**config.mk**
```make
export PLATFORM = sky130hd
export DESIGN_NAME = fetch_branch_unit_flat
export DESIGN_NICKNAME = d
export VERILOG_FILES = /design/src/rtl/fetch_branch_unit_if.sv /design/src/rtl/fetch_branch_unit.sv /design/src/flat_wrapper.sv
export SDC_FILE = /design/constraint.sdc
export NUM_CORES = 1
export LEC_CHECK = 0
export BUFFER_PORTS_ARGS = -buffer_cell sky130_fd_sc_hd__clkbuf_2
export CAP_MARGIN = 20
export CORE_ASPECT_RATIO = 1.75
export CORE_MARGIN = 1.5
export CORE_UTILIZATION = 47
export CTS_CLUSTER_DIAMETER = 120
export DETAILED_ROUTE_END_ITERATION = 7
export PLACE_DENSITY_LB_ADDON = 0.25
export SETUP_SLACK_MARGIN = 0.02
export SYNTH_ARGS = -nofsm -noshare
export SYNTH_HDL_FRONTEND = slang
export SYNTH_SLANG_ARGS = --single-unit
```
**constraint.sdc**
```tcl
create_clock -name clk -period 3.25 [get_ports clk]
set_input_delay 0.325 -clock clk [delete_from_list [all_inputs] [get_ports clk]]
set_output_delay 0.325 -clock clk [all_outputs]
set_load 0.005 [all_outputs]
```
**src/rtl/fetch_branch_unit_if.sv**
```systemverilog
// Fetch-stage bus bundle: instruction-memory port plus the IF/ID pipeline pair.
//   imem_addr_o   : next-PC address into the synchronous instruction memory
//   imem_data_i   : memory read data (word at the current PC)
//   if_id_instr_o : registered instruction presented to the decoder
//   if_id_pc_o    : registered PC of if_id_instr_o
//   if_id_valid_o : 1 = real instruction, 0 = bubble
// Modports: master = fetch unit, slave = memory/decoder side.
interface fetch_branch_unit_if #(
  parameter int unsigned PC_WIDTH    = 9,
  parameter int unsigned INSTR_WIDTH = 32
);
  logic [PC_WIDTH-1:0]    imem_addr_o;
  logic [INSTR_WIDTH-1:0] imem_data_i;
  logic [INSTR_WIDTH-1:0] if_id_instr_o;
  logic [PC_WIDTH-1:0]    if_id_pc_o;
  logic                   if_id_valid_o;

  modport master (
    output imem_addr_o,
    output if_id_instr_o,
    output if_id_pc_o,
    output if_id_valid_o,
    input  imem_data_i
  );

  modport slave (
    input  imem_addr_o,
    input  if_id_instr_o,
    input  if_id_pc_o,
    input  if_id_valid_o,
    output imem_data_i
  );
endinterface

```
**src/rtl/fetch_branch_unit.sv**
```systemverilog
// Instruction-fetch stage: owns the PC, addresses the synchronous instruction
// memory, registers the IF/ID pair and resolves branch/BGE/BLE redirects using
// CMP flags held here.
// Ports:
//   clk, reset                 : clock, synchronous active-high reset
//   stall_i                    : hold PC and IF/ID
//   branch_i, bge_i, ble_i     : EX branch strobes
//   branch_positive_offset_i   : 1 = PC + offset, 0 = PC - offset
//   branch_pc_i, branch_offset_i : branch base PC and offset magnitude
//   cmp_i, cmp_ge_i, cmp_le_i  : flag update strobe and ALU compare results
//   bus                        : imem address/data and IF/ID outputs
//   redirect_o                 : combinational, redirect taken this cycle
//   branch_count_o             : saturating redirect count (BRANCH_COUNT_EN only)
// Optional feature macro: BRANCH_COUNT_EN.
module fetch_branch_unit #(
  parameter int unsigned PC_WIDTH     = 9,
  parameter int unsigned INSTR_WIDTH  = 32,
  parameter int unsigned OFFSET_WIDTH = 8,
  parameter int unsigned RESET_PC     = 0
) (
  input  logic                    clk,
  input  logic                    reset,
  input  logic                    stall_i,
  input  logic                    branch_i,
  input  logic                    bge_i,
  input  logic                    ble_i,
  input  logic                    branch_positive_offset_i,
  input  logic [PC_WIDTH-1:0]     branch_pc_i,
  input  logic [OFFSET_WIDTH-1:0] branch_offset_i,
  input  logic                    cmp_i,
  input  logic                    cmp_ge_i,
  input  logic                    cmp_le_i,
  fetch_branch_unit_if.master     bus,
`ifdef BRANCH_COUNT_EN
  output logic [15:0]             branch_count_o,
`endif
  output logic                    redirect_o
);

  logic [PC_WIDTH-1:0] pc_q;
  logic [PC_WIDTH-1:0] pc_next;
  logic [PC_WIDTH-1:0] off;
  logic [PC_WIDTH-1:0] target;
  logic                ge_q;
  logic                le_q;
  logic                take;

  // Redirect decision, target arithmetic (wraps modulo 2^PC_WIDTH) and next PC.
  // Conditional branches see the registered flags only: no CMP bypass.
  always_comb begin
    take   = branch_i | (bge_i & ge_q) | (ble_i & le_q);
    off    = PC_WIDTH'(branch_offset_i);
    target = branch_positive_offset_i ? (branch_pc_i + off) : (branch_pc_i - off);
    if (reset)        pc_next = PC_WIDTH'(RESET_PC);
    else if (take)    pc_next = target;
    else if (stall_i) pc_next = pc_q;
    else              pc_next = pc_q + PC_WIDTH'(1);
  end

  assign redirect_o      = take & ~reset;
  assign bus.imem_addr_o = pc_next;

  // PC follows pc_next every edge, so memory data always matches pc_q.
  always_ff @(posedge clk) begin
    pc_q <= pc_next;
  end

  // Flags update on CMP regardless of stall.
  always_ff @(posedge clk) begin
    if (reset) begin
      ge_q <= 1'b0;
      le_q <= 1'b0;
    end else if (cmp_i) begin
      ge_q <= cmp_ge_i;
      le_q <= cmp_le_i;
    end
  end

  // IF/ID pair: a redirect bubbles it even when stalled.
  always_ff @(posedge clk) begin
    if (reset) begin
      bus.if_id_instr_o <= '0;
      bus.if_id_pc_o    <= '0;
      bus.if_id_valid_o <= 1'b0;
    end else if (take) begin
      bus.if_id_instr_o <= '0;
      bus.if_id_pc_o    <= pc_q;
      bus.if_id_valid_o <= 1'b0;
    end else if (!stall_i) begin
      bus.if_id_instr_o <= bus.imem_data_i;
      bus.if_id_pc_o    <= pc_q;
      bus.if_id_valid_o <= 1'b1;
    end
  end

`ifdef BRANCH_COUNT_EN
  // Saturating count of redirect cycles.
  always_ff @(posedge clk) begin
    if (reset)                                       branch_count_o <= '0;
    else if (redirect_o && branch_count_o != 16'hFFFF) branch_count_o <= branch_count_o + 16'd1;
  end
`endif

endmodule

```
**src/flat_wrapper.sv**
```systemverilog
// flat-port wrapper written by rule: the top's interface ports become plain ports
module fetch_branch_unit_flat 
#(
  parameter int unsigned PC_WIDTH     = 9,
  parameter int unsigned INSTR_WIDTH  = 32,
  parameter int unsigned OFFSET_WIDTH = 8,
  parameter int unsigned RESET_PC     = 0
)
  (clk, reset, stall_i, branch_i, bge_i, ble_i, branch_positive_offset_i, branch_pc_i, branch_offset_i, cmp_i, cmp_ge_i, cmp_le_i, redirect_o, bus_imem_addr_o, bus_if_id_instr_o, bus_if_id_pc_o, bus_if_id_valid_o, bus_imem_data_i);
  fetch_branch_unit_if #(.PC_WIDTH(PC_WIDTH), .INSTR_WIDTH(INSTR_WIDTH)) bus_i ();
  input  logic clk;
  input  logic reset;
  input  logic stall_i;
  input  logic branch_i;
  input  logic bge_i;
  input  logic ble_i;
  input  logic branch_positive_offset_i;
  input  logic [PC_WIDTH-1:0] branch_pc_i;
  input  logic [OFFSET_WIDTH-1:0] branch_offset_i;
  input  logic cmp_i;
  input  logic cmp_ge_i;
  input  logic cmp_le_i;
  output logic redirect_o;
  output wire logic [$bits(bus_i.imem_addr_o)-1:0] bus_imem_addr_o;
  output wire logic [$bits(bus_i.if_id_instr_o)-1:0] bus_if_id_instr_o;
  output wire logic [$bits(bus_i.if_id_pc_o)-1:0] bus_if_id_pc_o;
  output wire logic [$bits(bus_i.if_id_valid_o)-1:0] bus_if_id_valid_o;
  input wire logic [$bits(bus_i.imem_data_i)-1:0] bus_imem_data_i;
  assign bus_imem_addr_o = bus_i.imem_addr_o;
  assign bus_if_id_instr_o = bus_i.if_id_instr_o;
  assign bus_if_id_pc_o = bus_i.if_id_pc_o;
  assign bus_if_id_valid_o = bus_i.if_id_valid_o;
  assign bus_i.imem_data_i = bus_imem_data_i;
  fetch_branch_unit #(.PC_WIDTH(PC_WIDTH), .INSTR_WIDTH(INSTR_WIDTH), .OFFSET_WIDTH(OFFSET_WIDTH), .RESET_PC(RESET_PC)) u_core (.clk(clk), .reset(reset), .stall_i(stall_i), .branch_i(branch_i), .bge_i(bge_i), .ble_i(ble_i), .branch_positive_offset_i(branch_positive_offset_i), .branch_pc_i(branch_pc_i), .branch_offset_i(branch_offset_i), .cmp_i(cmp_i), .cmp_ge_i(cmp_ge_i), .cmp_le_i(cmp_le_i), .bus(bus_i), .redirect_o(redirect_o));
endmodule
```
# After elaboration in Yosys (flattened, before gate mapping)
# Index checks and enable logic that the tools add are counted.
[op_classes]
n_addsub = 3
n_eq_ne = 1
n_mux = 6
n_bitwise = 6
n_reduce_logical = 1
[ops]
columns = ["cell", "count"]
rows = [
  ["2-to-1 mux 9 bit", 6],
  ["adder 9 x 1 -> 9 bit (second input constant)", 1],
  ["adder 9 x 8 -> 9 bit", 1],
  ["subtractor 9 x 8 -> 9 bit", 1],
  ["AND 1 bit", 3],
  ["!= test 2 x 1 -> 1 bit (second input constant)", 1],
  ["OR 1 bit", 2],
  ["OR reduction 2 bit", 1],
  ["inverter 1 bit", 1],
]
[word_totals]
output_inout_bits = 52
reg_bits = 53
word_cells = 23

# Depth between registers and ports, before layout
# Gate-level depths: netlist of the first run.
[depth]
ltp_word = 5
depth_mapped = 11

# Worst setup path before layout of the first run
# No wires, ideal clock.
[synth_timing]
path_kind = "input-to-output"
from = "in branch_positive_offset_i"
to = "out bus_imem_addr_o[8]"
path_stages = 8
n_path_buf = 1
arrival_ps = 2242
t_required_ps = 2925
slack_ps = 683
path_cell_list = "clkbuf_1 -> mux2_2 -> fa_1 -> a211oi_1 -> nor2_1 -> o31ai_4 -> xnor2_1 -> a211oi_2"
[synth_via]
elab_chain_cells = 3
[synth_lines]
columns = ["item", "line_no", "source"]
rows = [
  ["from (decl)", "flat_wrapper.sv:17", "input logic branch_positive_offset_i;"],
  ["2-to-1 mux 9 bit", "fetch_branch_unit.sv:53", "target = branch_positive_offset_i ? (branch_pc_i + off) : (branch_pc_i - off);"],
  ["2-to-1 mux 9 bit", "fetch_branch_unit.sv:55", "else if (take) pc_next = target;"],
  ["2-to-1 mux 9 bit", "fetch_branch_unit.sv:54", "if (reset) pc_next = PC_WIDTH'(RESET_PC);"],
  ["to (decl)", "flat_wrapper.sv:24", "output wire logic [$bits(bus_i.imem_addr_o)-1:0] bus_imem_addr_o;"],
]
# No other way between the ends.

# Worst setup path after layout of the first run
[layout_timing]
from = "in branch_offset_i[0]"
to = "out bus_imem_addr_o[6]"
[layout_via]
elab_chain_cells = 4
word_cells_on_any_way = 5
classes_between = "add/sub: 2; mux: 3"
[layout_lines]
columns = ["item", "line_no", "source"]
rows = [
  ["from (decl)", "flat_wrapper.sv:19", "input logic [OFFSET_WIDTH-1:0] branch_offset_i;"],
  ["subtractor 9 x 8 -> 9 bit / adder 9 x 8 -> 9 bit (equally long branches)", "fetch_branch_unit.sv:53", ""],
  ["2-to-1 mux 9 bit (*)", "fetch_branch_unit.sv:53", ""],
  ["2-to-1 mux 9 bit (*)", "fetch_branch_unit.sv:55", ""],
  ["2-to-1 mux 9 bit (*)", "fetch_branch_unit.sv:54", ""],
]
# Mark *: on every way between the ends. The rest lies on a longest branch, timed or not.

==> implementation parameters, run 1 <==
Parameter                              Value

Worst setup path
  Arrival time of the worst setup path ... 2.66 ns
  Library cell appearing most often on the critical path ... sky130_fd_sc_hd__clkbuf_2
  Type of origin of the critical path ... primary input
  Critical Path Sink Type ... output port
  Path type of the worst setup path ... in -> out
  Cell chain of the critical path ... clkbuf_2 > inv_1 > ha_1 > mux2_2 > fa_1 > a211oi_1 > nor2_1 > o21a_1 > o311ai_1 > clkbuf_2
  CP max-delay cell ... sky130_fd_sc_hd__fa_1
  Highest cell delay on the worst timing path ... 0.45 ns
  Required time of the critical path ... 2.92 ns
  Crit Path Max Fanout ... 3

STA
  Final hold viol count ... 0
  Worst clock skew on the final layout ... 0.00489 ns
  Number of pins with negative max-slew slack in the final report ... 0
  Worst-Margin Slew ... 0.668 ns
  RSZ-0062 raised after global routing ... no
  Crit share post-route ... 91.9%
  Min setup slack post-route ... 0.263 ns
  Minimum clock period after layout ... 2.99 ns
  Max-slew headroom at the worst pin ... 55.5%
  Setup violations, final ... 0
  Top achievable clock speed ... 335 MHz
  Total Negative Setup Slacks ... 0 ns

Global routing
  Top Usage Layer GRT ... met2
  Global-route track usage on met2 ... 37.3%
  Vias in the first global route ... 2,133
  Initial antenna violation count ... 0
  Total global routing overflow ... 0
  Global Route met3 Usage ... 3.87%
  Combined global-route utilization of all metal layers ... 19.1%
  Met1 Usage GRT ... 17.9%
  Pin count of the biggest net entering global routing ... 46
  Global-route wire length before repair ... 8790 um

Clock network
  Clock sink count ... 53
  Maximum level of the CTS H-tree ... 2
  Total of cells resized after clock tree synthesis ... 0
  Clock insertion delay at the later pin of the skew report ... 0.30 ns
  Number of hold buffers added after CTS ... 0
  Buffers inserted by post-CTS timing repair ... 0
  TritonCTS clock tree ... yes
  Maximum count of clock buffers along a single path ... 2
  CTS Root Cell ... sky130_fd_sc_hd__clkbuf_8
  Number of buffers created by CTS ... 5
  Clock edge transition at the registers on the reported setup and hold paths ... 0.09 ns

Layout
  Multi-input combinational cell area ... 1380 sq um
  Final layout net count ... 448
  Area added between synthesis and finish ... 26.5%
  Final-layout fill cell count ... 481
  Commonest non-fill, non-tap cell in the layout ... sky130_fd_sc_hd__clkbuf_2
  Summed area of non-filler cells in the final layout ... 3200 sq um
  Number of antenna cells inserted ... 0
  Highest-count cells in the layout ignoring fill and taps ... sky130_fd_sc_hd__clkbuf_2 (110), sky130_fd_sc_hd__dfxtp_1 (53), sky130_fd_sc_hd__nor2_1 (46), sky130_fd_sc_hd__mux2i_1 (35), sky130_fd_sc_hd__nand2_1 (17)
  Fraction of final layout cells with drive strength greater than 1 ... 33.2%
  Seq. cell area ... 1060 sq um

Routing
  Number of vias per cell ... 5.18
  Count of antenna-violating nets left after detailed routing ... 0
  Via count ... 2,249
  Router iterations before antenna repair ... 4
  # DRC ... 0
  Initial DRC Count ... 37
  DRT Wirelength ... 5430 um
  Average wire per cell in the routed design ... 12.5 um

Logic synthesis
  EDFF count, synth ... 0
  Share of flip-flops with an asynchronous set or reset ... 0%
  Synth cell types ... 38
  Net count after synthesis ... 341
  Warnings from Yosys ... 0
  Ys flop type ... sky130_fd_sc_hd__dfxtp_1
  Flop and latch count out of synthesis ... 53
  Number of cells produced by synthesis ... 271
  Part of the Yosys area used for sequential elements ... 42.0%
  Cell area after synthesis ... 2530 sq um
  Mean instance size in the synthesized netlist ... 9.33 sq um

Floorplanning
  Starting density of the core ... 48.5%
  Horizontal die dimension ... 58.4 um
  Die Y-Extent ... 100 um
  Std-Cell Rows ... 35
  Top-level port count ... 111
  Floorplan die area ... 5840 sq um
  Core footprint ... 5210 sq um

Min path
  Classification of the worst-slack hold path ... in -> reg

Power and ir drop
  Worst IR Drop VDD ... 0.244 mV
  Static leakage ... 1.55 nW
  Pwr/cell area ... 440 nW/um^2

Place
  RePlAce Congestion ... 0.813
  Post-place instance area ... 3110 sq um
  Half-perimeter wire length after detailed placement ... 4310 um
  Pre-CTS setup slack ... 0.284 ns
  Number of buffers added on ports ... 110

Run status
  Outcome ... complete, no violations

Run
  Number of max-cap violations ... 0
[metal layers]
layer  share of wire [%]  vias to the layer above
li1                    -                     1161
met1                  36                     1000
met2                  55                       76
met3                 5.7                       12
met4                 2.9                        0
met5                   0                        -
[cells in the mapped netlist (7+ instances only)]
library cell	n	share of area (%)
sky130_fd_sc_hd__dfxtp_1	53	42
sky130_fd_sc_hd__nor2_1	46	6.8
sky130_fd_sc_hd__mux2i_1	35	14
sky130_fd_sc_hd__nand2_1	17	2.5
sky130_fd_sc_hd__a21oi_1	15	3.0
sky130_fd_sc_hd__xnor2_1	12	4.2
sky130_fd_sc_hd__ha_1	10	5.0
sky130_fd_sc_hd__nand3_1	9	1.8
sky130_fd_sc_hd__buf_2	8	1.6
sky130_fd_sc_hd__inv_1	7	1.0
[per-stage QoR]
stage	hold slack (ns)	cells	utilization (%)	power, mW
floorplan	0.447	271	-	0.944
global placement	0.438	426	59.7	1.05
detailed placement	0.443	426	59.7	1.06
CTS	0.244	434	61.4	1.43
global route	0.253	434	61.4	1.48
finish	0.251	434	61.4	1.41
[state kept, by name, summed over array words and instances, names as in the netlist]
register                  flops
u_core.bus.if_id_instr_o     32
u_core.bus.if_id_pc_o         9
u_core.bus.if_id_valid_o      1
u_core.ge_q                   1
u_core.le_q                   1
u_core.pc_q                   9
[report_power, final]
part | internal, mW | switching [mW] | total, mW
logic | 0.160 | 0.166 | 0.327
registers | 0.689 | 0.0307 | 0.720
clock network | 0.152 | 0.208 | 0.360
[final timing paths]
check                           slack [ns]                startpoint  depth (start not counted)                      endpoint
worst max-delay path                  0.26        branch_offset_i[0]                         10            bus_imem_addr_o[6]
worst min-delay path                  0.25       bus_imem_data_i[20]                          3  u_core.bus.if_id_instr_o[20]
worst max register to register        1.60               u_core.ge_q                          4   u_core.bus.if_id_instr_o[9]
worst min register to register        0.45  u_core.bus.if_id_valid_o                          2      u_core.bus.if_id_valid_o
[kinds of logic after synthesis]
family / share of synthesized area (%)
flip-flops: 42.0
AO/OA/AOI/OAI: 13.1
AND/OR/NAND/NOR: 15.2
adder cells (fa/ha/maj): 5.74
buffers and inverters: 3.37
XOR/XNOR: 6.24
multiplexers: 14.3
[cell type report]
| type | instances | share of cell area [%] |
|---|---|---|
| clock buffer | 6 | 2.27 |
| clock inverter | 2 | 0.469 |
| inverter | 7 | 0.822 |
| multi-input combinational | 198 | 43.2 |
| sequential | 53 | 33.2 |
| tap | 55 | 2.15 |
| timing repair buffer | 113 | 17.9 |
[worst max-delay path: cells and delay by family]
family | cells | cell delay, ns
mux | 1 | 0.30
compound gates | 3 | 0.83
simple gates | 1 | 0.14
fa+ha+maj | 2 | 0.74
buf+inv | 3 | 0.32
Note: power is estimated with default switching activity, not from simulation.
==> run 2: changes to the inputs <==
CORE_MARGIN = 2   (was 1.5)
SLEW_MARGIN = 40   (was not set)
==> run 2 against run 1 <==
Routed wire length rose by 1.0%. Register-to-register slack improved by 0.03 ns. Setup slack improved by 0.085 ns. Highest routed layer unchanged. Combinational power barely moved. Critical path type unchanged. Critical path depth rose by 1. First-iteration DRC count rose by 2.7%.
==> implementation parameters, run 2 (synthesis gave the netlist of run 1 again) <==
Parameter                              Value

Global routing
  Met1 Usage GRT ... 18.1% (was 17.9%)
  Total global routing overflow ... 0 (unchanged)
  Pin count of the biggest net entering global routing ... 47 (was 46)
  Combined global-route utilization of all metal layers ... 18.9% (was 19.1%)
  Global-route track usage on met2 ... 38.0% (was 37.3%)
  Global Route met3 Usage ... 3.72% (was 3.87%)
  Global-route wire length before repair ... 8940 um (was 8790 um)
  Vias in the first global route ... 2,132 (was 2,133)
  Initial antenna violation count ... 0 (unchanged)
  Top Usage Layer GRT ... met2 (unchanged)

Routing
  Initial DRC Count ... 38 (was 37)
  Number of vias per cell ... 5.15 (was 5.18)
  Via count ... 2,233 (was 2,249)
  Average wire per cell in the routed design ... 12.6 um (was 12.5 um)
  # DRC ... 0 (unchanged)
  Router iterations before antenna repair ... 4 (unchanged)
  Count of antenna-violating nets left after detailed routing ... 0 (unchanged)
  DRT Wirelength ... 5480 um (was 5430 um)

STA
  Total Negative Setup Slacks ... 0 ns (unchanged)
  Worst-Margin Slew ... 0.642 ns (was 0.668 ns)
  Final hold viol count ... 0 (unchanged)
  Minimum clock period after layout ... 2.90 ns (was 2.99 ns)
  Final hold slack ... 0.248 ns (was 0.251 ns)
  Number of pins with negative max-slew slack in the final report ... 0 (unchanged)
  Top achievable clock speed ... 345 MHz (was 335 MHz)
  Setup violations, final ... 0 (unchanged)
  Min setup slack post-route ... 0.348 ns (was 0.263 ns)
  Worst clock skew on the final layout ... 0.00378 ns (was 0.00489 ns)
  Max-slew headroom at the worst pin ... 57.2% (was 55.5%)
  Crit share post-route ... 89.3% (was 91.9%)
  RSZ-0062 raised after global routing ... no (unchanged)

Layout
  Utilization after layout ... 61.5% (was 61.4%)
  Final layout net count ... 448 (unchanged)
  Commonest non-fill, non-tap cell in the layout ... sky130_fd_sc_hd__clkbuf_2 (unchanged)
  Highest-count cells in the layout ignoring fill and taps ... sky130_fd_sc_hd__clkbuf_2 (110), sky130_fd_sc_hd__dfxtp_1 (53), sky130_fd_sc_hd__nor2_1 (46), sky130_fd_sc_hd__mux2i_1 (35), sky130_fd_sc_hd__nand2_1 (17) (unchanged)
  Number of standard cells in the layout, taps in and fillers out ... 434 (unchanged)
  Summed area of non-filler cells in the final layout ... 3200 sq um (about the same)
  Regs by FF count ... u_core.bus.if_id_instr_o (32), u_core.bus.if_id_pc_o (9), u_core.pc_q (9) (unchanged)
  Area added between synthesis and finish ... 26.8% (was 26.5%)
  Number of antenna cells inserted ... 0 (unchanged)
  Max FFs per register ... 32 (unchanged)
  Register with the highest flop count ... u_core.bus.if_id_instr_o (unchanged)
  Fraction of final layout cells with drive strength greater than 1 ... 33.5% (was 33.2%)

Clock network
  TritonCTS clock tree ... yes (unchanged)
  Buffers inserted by post-CTS timing repair ... 0 (unchanged)
  Number of buffers created by CTS ... 5 (unchanged)
  Clock insertion delay at the later pin of the skew report ... 0.30 ns (about the same)
  Number of hold buffers added after CTS ... 0 (unchanged)
  Clock edge transition at the registers on the reported setup and hold paths ... 0.10 ns (was 0.09 ns)
  Maximum count of clock buffers along a single path ... 2 (unchanged)
  CTS Root Cell ... sky130_fd_sc_hd__clkbuf_8 (unchanged)
  Total of cells resized after clock tree synthesis ... 0 (unchanged)
  Maximum level of the CTS H-tree ... 2 (unchanged)
  Clock sink count ... 53 (unchanged)

Floorplanning
  Starting density of the core ... 48.5% (unchanged)
  Horizontal die dimension ... 59.4 um (was 58.4 um)
  Core footprint ... 5210 sq um (unchanged)
  Std-Cell Rows ... 35 (unchanged)
  Floorplan die area ... 6000 sq um (was 5840 sq um)
  Top-level port count ... 111 (unchanged)
  Die Y-Extent ... 101 um (was 100 um)

Power and ir drop
  Static leakage ... 1.56 nW (was 1.55 nW)
  Worst IR Drop VDD ... 0.268 mV (was 0.244 mV)
  Pwr/cell area ... 444 nW/um^2 (was 440 nW/um^2)
  Total power consumption of the routed design ... 1.42 mW (was 1.41 mW)

Worst setup path
  Path type of the worst setup path ... in -> out (unchanged)
  Worst Reg2Reg Path Length in Cells ... 6 (was 4)
  Critical Path Sink Type ... output port (unchanged)
  Crit Path Max Fanout ... 3 (unchanged)
  Setup crit start ... branch_offset_i[0] (unchanged)
  Type of origin of the critical path ... primary input (unchanged)
  Setup slack on the worst flop-to-flop path ... 1.63 ns (was 1.60 ns)
  Capture point of the worst reg-to-reg path ... u_core.pc_q[8] (was u_core.bus.if_id_instr_o[9])
  Arrival time of the worst setup path ... 2.58 ns (was 2.66 ns)
  Origin of the critical flop-to-flop path ... u_core.pc_q[0] (was u_core.ge_q)
  Required time of the critical path ... 2.92 ns (about the same)

Min path
  Classification of the worst-slack hold path ... in -> reg (unchanged)
  Endpoint of the worst hold path ... u_core.bus.if_id_instr_o[7] (was u_core.bus.if_id_instr_o[20])
  Hold wc startpoint ... bus_imem_data_i[7] (was bus_imem_data_i[20])
  Depth of the worst hold-timing path ... 3 (unchanged)

Place
  Pre-CTS setup slack ... 0.332 ns (was 0.284 ns)
  Number of buffers added on ports ... 110 (unchanged)
  Post-place instance area ... 3110 sq um (unchanged)
  Half-perimeter wire length after detailed placement ... 4410 um (was 4310 um)
  Placed cell count ... 426 (unchanged)
  RePlAce Congestion ... 0.748 (was 0.813)

Run
  Number of max-cap violations ... 0 (unchanged)

Run status
  Outcome ... complete, no violations (unchanged)
[run 2: per-layer routing]
layer,vias up,wire length (um)
met4,0,53
met2,72,3090
met5,-,0
met3,5,301
met1,996,2040
li1,1160,-
[run 2: where the power goes]
part | internal, mW | total (mW) | switching [mW] | leakage [nW]
logic | 0.160 | 0.324 | 0.164 | 1.08
registers | 0.690 | 0.721 | 0.0312 | 0.433
clock network | 0.156 | 0.377 | 0.222 | 0.0447
[run 2: critical path, cell delays in order]
cell and delay, ns:
sky130_fd_sc_hd__clkbuf_2 0.10, sky130_fd_sc_hd__inv_1 0.04, sky130_fd_sc_hd__ha_1 0.28, sky130_fd_sc_hd__mux2_2 0.30
sky130_fd_sc_hd__fa_1 0.44, sky130_fd_sc_hd__a211oi_1 0.25, sky130_fd_sc_hd__nor2_1 0.13, sky130_fd_sc_hd__o31ai_4 0.19
sky130_fd_sc_hd__xnor2_1 0.11, sky130_fd_sc_hd__a211oi_2 0.25, sky130_fd_sc_hd__clkbuf_2 0.15
[run 2: how the worst max path moves through the flow]
stage / to / slack (ns)
after floorplan: bus_imem_addr_o[8] / 0.68
after global placement: bus_imem_addr_o[6] / 0.37
after detailed placement: bus_imem_addr_o[8] / 0.33
after CTS: bus_imem_addr_o[8] / 0.32
after global routing: bus_imem_addr_o[5] / 0.16
final: bus_imem_addr_o[8] / 0.35
[run 2: cell type report]
type / count / area [sq um]
Clock buffer: 5 / 68.8
Clock inverter: 3 / 25.0
Fill cell: 492 / 2010
Inverter: 7 / 26.3
Multi-Input combinational cell: 198 / 1380
Sequential cell: 53 / 1060
Tap cell: 55 / 68.8
Timing Repair Buffer: 113 / 573
